## config.mk

```make
export PLATFORM = sky130hd
export DESIGN_NAME = apb3_cfg_sequencer
export DESIGN_NICKNAME = d
export VERILOG_FILES = /design/src/rtl/apb3_cfg_seq_pkg.sv /design/src/rtl/apb3_cfg_sequencer.sv
export SDC_FILE = /design/constraint.sdc
export NUM_CORES = 1
export LEC_CHECK = 0
export ABC_CLOCK_PERIOD_IN_PS = 2400
export BUFFER_PORTS_ARGS = -buffer_cell sky130_fd_sc_hd__buf_2
export CAP_MARGIN = 20
export CORE_ASPECT_RATIO = 1.5
export CORE_MARGIN = 2
export CORE_UTILIZATION = 49
export CTS_CLUSTER_DIAMETER = 60
export DETAILED_ROUTE_END_ITERATION = 6
export MAX_ROUTING_LAYER = met4
export PLACE_DENSITY = 0.77
export SLEW_MARGIN = 30
export SYNTH_ARGS = -nofsm -noshare
export SYNTH_HDL_FRONTEND = slang
export SYNTH_SLANG_ARGS = --single-unit
export TNS_END_PERCENT = 100
```

## constraint.sdc

```tcl
create_clock -name clk -period 2.4 [get_ports clk]
set_input_delay 0.36 -clock clk [delete_from_list [all_inputs] [get_ports clk]]
set_output_delay 0.36 -clock clk [all_outputs]
set_load 0.03 [all_outputs]
```

## src/rtl/apb3_cfg_seq_pkg.sv

```systemverilog
// Shared types for the APB3 configuration sequencer:
// command op codes, FSM state codes and entry-width helper.
package apb3_cfg_seq_pkg;

    localparam int OP_WTH    = 2;
    localparam int DATA_WTH  = 32;
    localparam int RETRY_WTH = 16;

    typedef enum logic [1:0] {
        OP_NOP   = 2'd0,
        OP_WRITE = 2'd1,
        OP_POLL  = 2'd2,
        OP_END   = 2'd3
    } op_e;

    typedef enum logic [2:0] {
        S_IDLE   = 3'd0,
        S_FETCH  = 3'd1,
        S_SETUP  = 3'd2,
        S_ACCESS = 3'd3,
        S_CHECK  = 3'd4,
        S_DONE   = 3'd5,
        S_ERR    = 3'd6
    } state_e;

    // Packed command entry is {op, addr, data, mask}.
    function automatic int entry_wth(input int addr_wth);
        return OP_WTH + addr_wth + 2 * DATA_WTH;
    endfunction

endpackage

```

## src/rtl/apb3_cfg_sequencer.sv

```systemverilog
// Table-driven APB3 master: walks a command ROM issuing writes/polls.
// Ports: start/busy/done/error/err_idx status, rom_* table, m_apb3_* master.
module apb3_cfg_sequencer
    import apb3_cfg_seq_pkg::*;
#(
    parameter int ADDR_WTH   = 10,
    parameter int IDX_WTH    = 4,
    parameter int POLL_LIMIT = 255
) (
    input  logic                clk,
    input  logic                rstn,
    input  logic                start,
    output logic                busy,
    output logic                done,
    output logic                error,
    output logic [IDX_WTH-1:0]  err_idx,
    output logic [IDX_WTH-1:0]  rom_idx,
    input  logic [1:0]          rom_op,
    input  logic [ADDR_WTH-1:0] rom_addr,
    input  logic [31:0]         rom_data,
    input  logic [31:0]         rom_mask,
    output logic [ADDR_WTH-1:0] m_apb3_paddr,
    output logic                m_apb3_psel,
    output logic                m_apb3_penable,
    output logic                m_apb3_pwrite,
    output logic [31:0]         m_apb3_pwdata,
    input  logic                m_apb3_pready,
    input  logic [31:0]         m_apb3_prdata,
    input  logic                m_apb3_pslverror
);

    localparam int EW = entry_wth(ADDR_WTH);
    localparam logic [IDX_WTH-1:0] IDX_LAST = '1;
    localparam logic [RETRY_WTH-1:0] LIMIT = RETRY_WTH'(POLL_LIMIT);

    state_e               state_q, state_d;
    logic [IDX_WTH-1:0]   idx_q, idx_d;
    logic [IDX_WTH-1:0]   err_idx_q, err_idx_d;
    logic [RETRY_WTH-1:0] retry_q, retry_d;
    logic [EW-1:0]        cmd_q, cmd_d;
    logic [31:0]          rdata_q, rdata_d;
    logic psel_q, psel_d, pen_q, pen_d, pwr_q, pwr_d;
    logic busy_q, busy_d, done_q, done_d, err_q, err_d;

    op_e                 op_c, rom_op_c;
    logic [ADDR_WTH-1:0] addr_c;
    logic [31:0]         data_c, mask_c;
    state_e              adv_state;
    logic [IDX_WTH-1:0]  adv_idx;

    assign {op_c, addr_c, data_c, mask_c} = cmd_q;
    assign rom_op_c = op_e'(rom_op);

    // Advance: the last slot acts as an implicit END, never wrapping.
    assign adv_state = (idx_q == IDX_LAST) ? S_DONE : S_FETCH;
    assign adv_idx   = (idx_q == IDX_LAST) ? idx_q : idx_q + 1'b1;

    always_comb begin
        state_d   = state_q;
        idx_d     = idx_q;
        err_idx_d = err_idx_q;
        retry_d   = retry_q;
        cmd_d     = cmd_q;
        rdata_d   = rdata_q;
        pwr_d     = pwr_q;
        unique case (state_q)
            S_IDLE, S_DONE, S_ERR: begin
                if (start) begin
                    state_d   = S_FETCH;
                    idx_d     = '0;
                    err_idx_d = '0;
                    retry_d   = '0;
                end
            end
            S_FETCH: begin
                cmd_d   = {rom_op, rom_addr, rom_data, rom_mask};
                pwr_d   = (rom_op_c == OP_WRITE);
                retry_d = '0;
                unique case (rom_op_c)
                    OP_WRITE, OP_POLL: state_d = S_SETUP;
                    OP_END:            state_d = S_DONE;
                    default: begin
                        state_d = adv_state;
                        idx_d   = adv_idx;
                    end
                endcase
            end
            S_SETUP: state_d = S_ACCESS;
            S_ACCESS: begin
                if (m_apb3_pready) begin
                    if (m_apb3_pslverror) begin
                        state_d   = S_ERR;
                        err_idx_d = idx_q;
                    end else if (op_c == OP_WRITE) begin
                        state_d = adv_state;
                        idx_d   = adv_idx;
                    end else begin
                        rdata_d = m_apb3_prdata;
                        state_d = S_CHECK;
                    end
                end
            end
            S_CHECK: begin
                if (((rdata_q ^ data_c) & mask_c) == '0) begin
                    retry_d = '0;
                    state_d = adv_state;
                    idx_d   = adv_idx;
                end else if (retry_q + 1'b1 == LIMIT) begin
                    state_d   = S_ERR;
                    err_idx_d = idx_q;
                end else begin
                    retry_d = retry_q + 1'b1;
                    state_d = S_SETUP;
                end
            end
            default: state_d = S_IDLE;
        endcase
        // Outputs are registered from the next state.
        psel_d = (state_d == S_SETUP) || (state_d == S_ACCESS);
        pen_d  = (state_d == S_ACCESS);
        busy_d = state_d inside {S_FETCH, S_SETUP, S_ACCESS, S_CHECK};
        done_d = (state_d == S_DONE);
        err_d  = (state_d == S_ERR);
    end

    always_ff @(posedge clk or negedge rstn) begin
        if (!rstn) begin
            state_q   <= S_IDLE;
            idx_q     <= '0;
            err_idx_q <= '0;
            retry_q   <= '0;
            cmd_q     <= '0;
            rdata_q   <= '0;
            pwr_q     <= 1'b0;
            psel_q    <= 1'b0;
            pen_q     <= 1'b0;
            busy_q    <= 1'b0;
            done_q    <= 1'b0;
            err_q     <= 1'b0;
        end else begin
            state_q   <= state_d;
            idx_q     <= idx_d;
            err_idx_q <= err_idx_d;
            retry_q   <= retry_d;
            cmd_q     <= cmd_d;
            rdata_q   <= rdata_d;
            pwr_q     <= pwr_d;
            psel_q    <= psel_d;
            pen_q     <= pen_d;
            busy_q    <= busy_d;
            done_q    <= done_d;
            err_q     <= err_d;
        end
    end

    assign busy           = busy_q;
    assign done           = done_q;
    assign error          = err_q;
    assign err_idx        = err_idx_q;
    assign rom_idx        = idx_q;
    assign m_apb3_paddr   = addr_c;
    assign m_apb3_psel    = psel_q;
    assign m_apb3_penable = pen_q;
    assign m_apb3_pwrite  = pwr_q;
    assign m_apb3_pwdata  = data_c;

endmodule

```

# After elaboration in Yosys (flattened, before gate mapping)
# Index checks and enable logic that the tools add are counted.
# word_totals
input_bits,113
regBits,141
# op_classes
bitwise_logic,4
n_eq_ne,28
n_addsub,2
n_reduce_logical,14
n_mux,26
# op_table
cell,n
16-bit 2-to-1 mux,3
16-bit case mux with 3 select lines,1
4-bit 2-to-1 mux,11
32-bit bitwise AND,1
32-bit logical NOT,1
32-bit bitwise XOR,1
3-bit 2-to-1 mux,7
3-bit equality test (second input constant),6
2-bit inequality test (second input constant),9
16-bit by 1-bit adder with 16-bit output (second input constant),1
16-bit by 8-bit equality test with 1-bit output (second input constant),1
4-bit case mux with 4 select lines,1
3-bit case mux with 5 select lines,1
3-bit by 2-bit equality test with 1-bit output (second input constant),4
4-bit case mux with 3 select lines,1
4-bit nonzero test,2
7-bit AND reduction,1
3-bit by 1-bit equality test with 1-bit output (second input constant),2
3-bit case mux with 2 select lines,1
6-bit AND reduction,1
3-bit nonzero test,2
3-bit OR reduction,2
4-bit by 1-bit adder with 4-bit output (second input constant),1
2-bit by 1-bit equality test with 1-bit output (second input constant),2
other kinds (9),11

# Logic depth before layout (Yosys ltp)
# depth
word_depth,8
mapped_depth,9

# Least setup slack after synthesis
# OpenSTA, ideal clock, no wires.
# synth_path
path_type,reg-to-reg
from,register retry_q[1]
to,register done_q (netlist: done)
path_stages_with_launch,9
synth_period_minus_slack_ps,2342
setup_ps,80
arrival_time_ps,2262
slack_ps,58
path_cell_list,dfrtp_1 > ha_1 > and4_1 > nand4_1 > xor2_1 > nand4_1 > or4_4 > o211ai_4 > nor3b_2
# synth_between
elab_chain_len,6
# synth_lines
item,line_no,source
"start, declared",apb3_cfg_sequencer.sv:39,"logic [RETRY_WTH-1:0] retry_q, retry_d;"
"start signal, assigned",apb3_cfg_sequencer.sv:144,retry_q <= retry_d;
16-bit by 1-bit adder with 16-bit output,apb3_cfg_sequencer.sv:108,end else if (retry_q + 1'b1 == LIMIT) begin
16-bit by 8-bit equality test with 1-bit output,apb3_cfg_sequencer.sv:108,
3-bit 2-to-1 mux,apb3_cfg_sequencer.sv:108,
3-bit 2-to-1 mux,apb3_cfg_sequencer.sv:104,if (((rdata_q ^ data_c) & mask_c) == '0) begin
3-bit case mux with 5 select lines,apb3_cfg_sequencer.sv:66,unique case (state_q)
via state_d[2],apb3_cfg_sequencer.sv:36,"state_e state_q, state_d;"
3-bit equality test,apb3_cfg_sequencer.sv:122,done_d = (state_d == S_DONE);
via done_d,apb3_cfg_sequencer.sv:43,"logic busy_q, busy_d, done_q, done_d, err_q, err_d;"
"end signal, assigned",apb3_cfg_sequencer.sv:151,done_q <= done_d;
"end, declared",apb3_cfg_sequencer.sv:43,
# The timed path passes the listed nets, and every way through them passes these cells.
# A chain may end at the register's enable or synchronous reset.

# Worst setup path in the final report
# layout_path
from,register retry_q[1]
to,register retry_q[1]
# layout_between
elab_chain_len,4
elab_cells_between_ends,7
cone_classes,add/sub: 1; eq/ne: 2; mux: 3; reduce/logical: 1
# layout_lines
item,line_no
16-bit by 1-bit adder with 16-bit output (*),"apb3_cfg_sequencer.sv:108, apb3_cfg_sequencer.sv:112"
16-bit by 8-bit equality test with 1-bit output or 16-bit 2-to-1 mux (tied branches),apb3_cfg_sequencer.sv:108
3-bit inequality test (no source line) or 16-bit 2-to-1 mux (tied branches),--
3-bit AND reduction (no source line) or 16-bit case mux with 3 select lines (tied branches),--
# Every way passes the cells marked *; elsewhere a longest branch is shown, timed or not. The select of a mux whose other input is x is not followed.

==> results by group <==
Detailed routing
  – Starting DRT DRC Count: 172
  – Detailed-route via count: 4971
  – Drt total wl: 15.9 mm
  – Max layer used: met4
  – Routed length on met3: 663 um
  – DR pass1 iterations: 4
  – Via density: 5.40
  – ANT nets after route: 0
  – DRC: 0
  – Met2 wire len: 8.76 mm
  – Met1 Wirelength: 6.05 mm
  – Drt wl/cell: 17.2 um

GRT
  – Residual overflow from global routing: 0
  – Vias in the first global route: 5383
  – Initial antenna violation count: 1
  – GRT Total Usage: 22.3%
  – First-pass GRT wire length: 25.4 mm
  – Maximum number of pins on one net before global-route repair: 77

STA
  – Post-route clock period utilization: 99.1%
  – Tmin final: 2.38 ns
  – Fmax: 420 MHz
  – Skew final: 0.0148 ns
  – Max-slew violations: 0
  – Max-slew headroom: 59.0%
  – Final setup fails: 0
  – Setup TNS: 0 ns
  – Slew @ Worst Pin: 0.615 ns
  – Final Hold Viols: 0
  – Post-layout worst setup margin: 0.0215 ns
  – RSZ-0062 raised after global routing: yes

Yosys
  – Sequential area share after synthesis: 51.3%
  – Cell variety after synth: 57
  – Post-synth ARST share: 100%
  – Synth Instances: 567
  – Dominant cells by area after synthesis: dfrtp_1, mux2_2, buf_4
  – Leading area contributor after synthesis: dfrtp_1
  – #FFs+latches synth: 141
  – Syn Std Cell Area: 6870 um^2
  – Post-synth EDFFs: 0
  – Post-Syn Nets: 686
  – Predominant post-synthesis flop cell: dfrtp_1
  – Yosys top cell area share: 51.3%
  – YS warnings: 0
  – Synthesized area per cell: 12.1 um^2

Worst setup path
  – Startpoint types: flip-flop
  – Reg-to-Reg End: retry_q[1]$_DFFE_PN0P_
  – Data arrival, critical path: 2.67 ns
  – Flop2flop setup slack: 0.02 ns
  – Critical path class: reg -> reg
  – Data required time of the worst path: 2.69 ns
  – Worst-path fanout max: 5
  – Worst Reg-to-Reg Cells: 9
  – Worst Setup End Kind: flip-flop
  – FF-to-FF Start: retry_q[1]$_DFFE_PN0P_

Finish
  – Register area: 3530 um^2
  – Final instance area: 8600 um^2
  – Multi-input gate area: 2960 um^2
  – Area growth, synth to finish: 25.1%
  – Share of cells above drive strength 1: 51.7%
  – Fillers: 1096
  – # nets final: 861
  – Fin cells: 921

Outcome
  – Status: completed

Floorplan
  – Die area: 15000 um^2
  – Die height: 149 um
  – Die W: 101 um
  – Row cnt: 53
  – CORE AREA: 13900 um^2
  – I/O pin count: 169
  – Starting Density: 49.6%

Clock network
  – Total CTS buffers: 17
  – Max clock buf depth: 2
  – CTS root buf: clkbuf_16
  – CTS tree: done
  – Clock sink count: 141
  – Worst-Skew Late Latency: 0.42 ns
  – Reg clk slew, reported paths: 0.07 ns
  – H-Tree Level Count: 4

Place
  – DP HPWL: 11.7 mm
  – Port buffer count: 168
  – Placed cell count: 882
  – Post-Place Worst Slack: -0.161 ns
  – Global placer's final weighted congestion: 0.984
  – Instance area after placement: 7900 um^2

Pwr
  – Int Power: 7.27 mW
  – Reg power frac: 35.5%
  – Sw frac: 38.5%
  – Leak pwr: 4.03 nW
  – NetSw: 4.54 mW
  – Logic pwr share: 42.9%
  – Pwr Total: 11.8 mW
  – Share of total power in the clock network: 21.6%
  – VDD IR max: 0.000815 V
  – Total power per unit cell area: 1370 nW/um^2

Min path
  – Hold path start: m_apb3_prdata[19]
  – HP Class: in -> reg
  – Hold depth: 2
  – Worst hold endpoint: rdata_q[19]$_DFFE_PN0P_

Run
  – Max Cap Viol: 0
synth_stat cells (3+ instances only):
cell type and number:
dfrtp_1 141, mux2_2 112, buf_4 44, xor2_1 33, nand2_1 24, nor2_1 21
a22oi_1 17, a21oi_1 16, inv_1 15, nand3_1 14, o21ai_0 13, clkbuf_1 10
nand4_1 8, nor2b_1 7, ha_1 6, nand2b_1 6, nor3_1 6, and3_1 5
buf_2 5, mux2i_1 5, a21o_1 4, a31oi_1 4, and2_1 3, buf_1 3
o211ai_1 3, o22ai_1 3
routing by layer:
layer  vias up  track usage, %
li1       2329               -
met1      2453            24.4
met2       154            39.5
met3        35            4.40
met4         0            8.56
met5         -               -
flip-flops by register name, summed over array words and instances, names as in the netlist:
name            count
state_q             3
m_apb3_penable      1
rdata_q            32
busy                1
rom_idx             4
error               1
err_idx             4
m_apb3_pwrite       1
cmd_q              76
retry_q            16
done                1
m_apb3_psel         1
worst max-delay path, stage by stage (launching register included):
cell	delay (ns)
dfrtp_1	0.40
buf_4	0.16
and2_4	0.17
and4_4	0.26
mux2_4	0.32
a31oi_4	0.20
nor4_4	0.07
buf_4	0.18
a21oi_4	0.19
mux2_4	0.31
cells in the final DEF (no fill, tap or decap), drive strengths merged, types with 6 or more instances in the layout:
cell    instances
inv            21
nor2b           7
a22oi          17
clkbuf         19
buf           218
xor2           34
nand3          15
nor3            7
dfrtp         141
nor2           21
mux2          113
nand2          24
ha              6
nand4           8
nand2b          6
o21ai          14
a21oi          17
what timing repair did:
item,4_1_cts,5_1_grt
hold buffers,1,0
pin swaps,2,10
setup endpoints to repair,12,54
hold endpoints to repair,60,0
setup buffers,2,3
resized for setup,7,13
kinds of logic after synthesis:
kind of cell | Yosys count | synth area share [%]
xor gates and xnor gates | 36 | 4.70
DFF | 141 | 51.3
adders and majority gates | 6 | 1.09
buffers and inverters | 78 | 6.86
AOI/OAI and AO/OA | 75 | 7.43
muxes | 118 | 19.3
and+or+nand+nor | 113 | 9.28
worst max path at each step:
stage                                         to                   start  depth (start not counted)
after floorplan                   done$_DFF_PN0_  retry_q[1]$_DFFE_PN0P_                          8
after global placement    retry_q[1]$_DFFE_PN0P_  retry_q[1]$_DFFE_PN0P_                          9
after detailed placement  retry_q[1]$_DFFE_PN0P_  retry_q[0]$_DFFE_PN0P_                          9
after CTS                 retry_q[1]$_DFFE_PN0P_  retry_q[0]$_DFFE_PN0P_                          9
after global routing              done$_DFF_PN0_  retry_q[0]$_DFFE_PN0P_                          7
final                     retry_q[1]$_DFFE_PN0P_  retry_q[1]$_DFFE_PN0P_                          9
power groups by stage:
stage / Combinational, mW / Sequential, mW / Clock [mW]
floorplan: 4.05 / 4.16 / 0
global placement: 4.95 / 4.16 / 0
detailed placement: 5.07 / 4.23 / 0
CTS: 5.11 / 4.20 / 2.58
global route: 5.44 / 4.35 / 2.69
finish: 5.07 / 4.20 / 2.55
per-stage QoR:
| stage | utilization, % | hold WS (ns) |
|---|---|---|
| after floorplan | - | 0.0644 |
| after global placement | 57.0 | 0.394 |
| after detailed placement | 57.0 | 0.406 |
| after CTS | 61.6 | 0.162 |
| after global routing | 62.0 | 0.163 |
| final | 62.0 | 0.170 |
cell type report:
type	instances	share of cell area (%)
clock buffer	19	5.15
tap	165	2.40
multi-input combinational	348	34.4
sequential	141	41.0
inverter	15	0.655
timing repair buffer	219	14.8
clock inverter	13	1.50
antenna	1	0.0291
(Power assumes the default switching activity.)
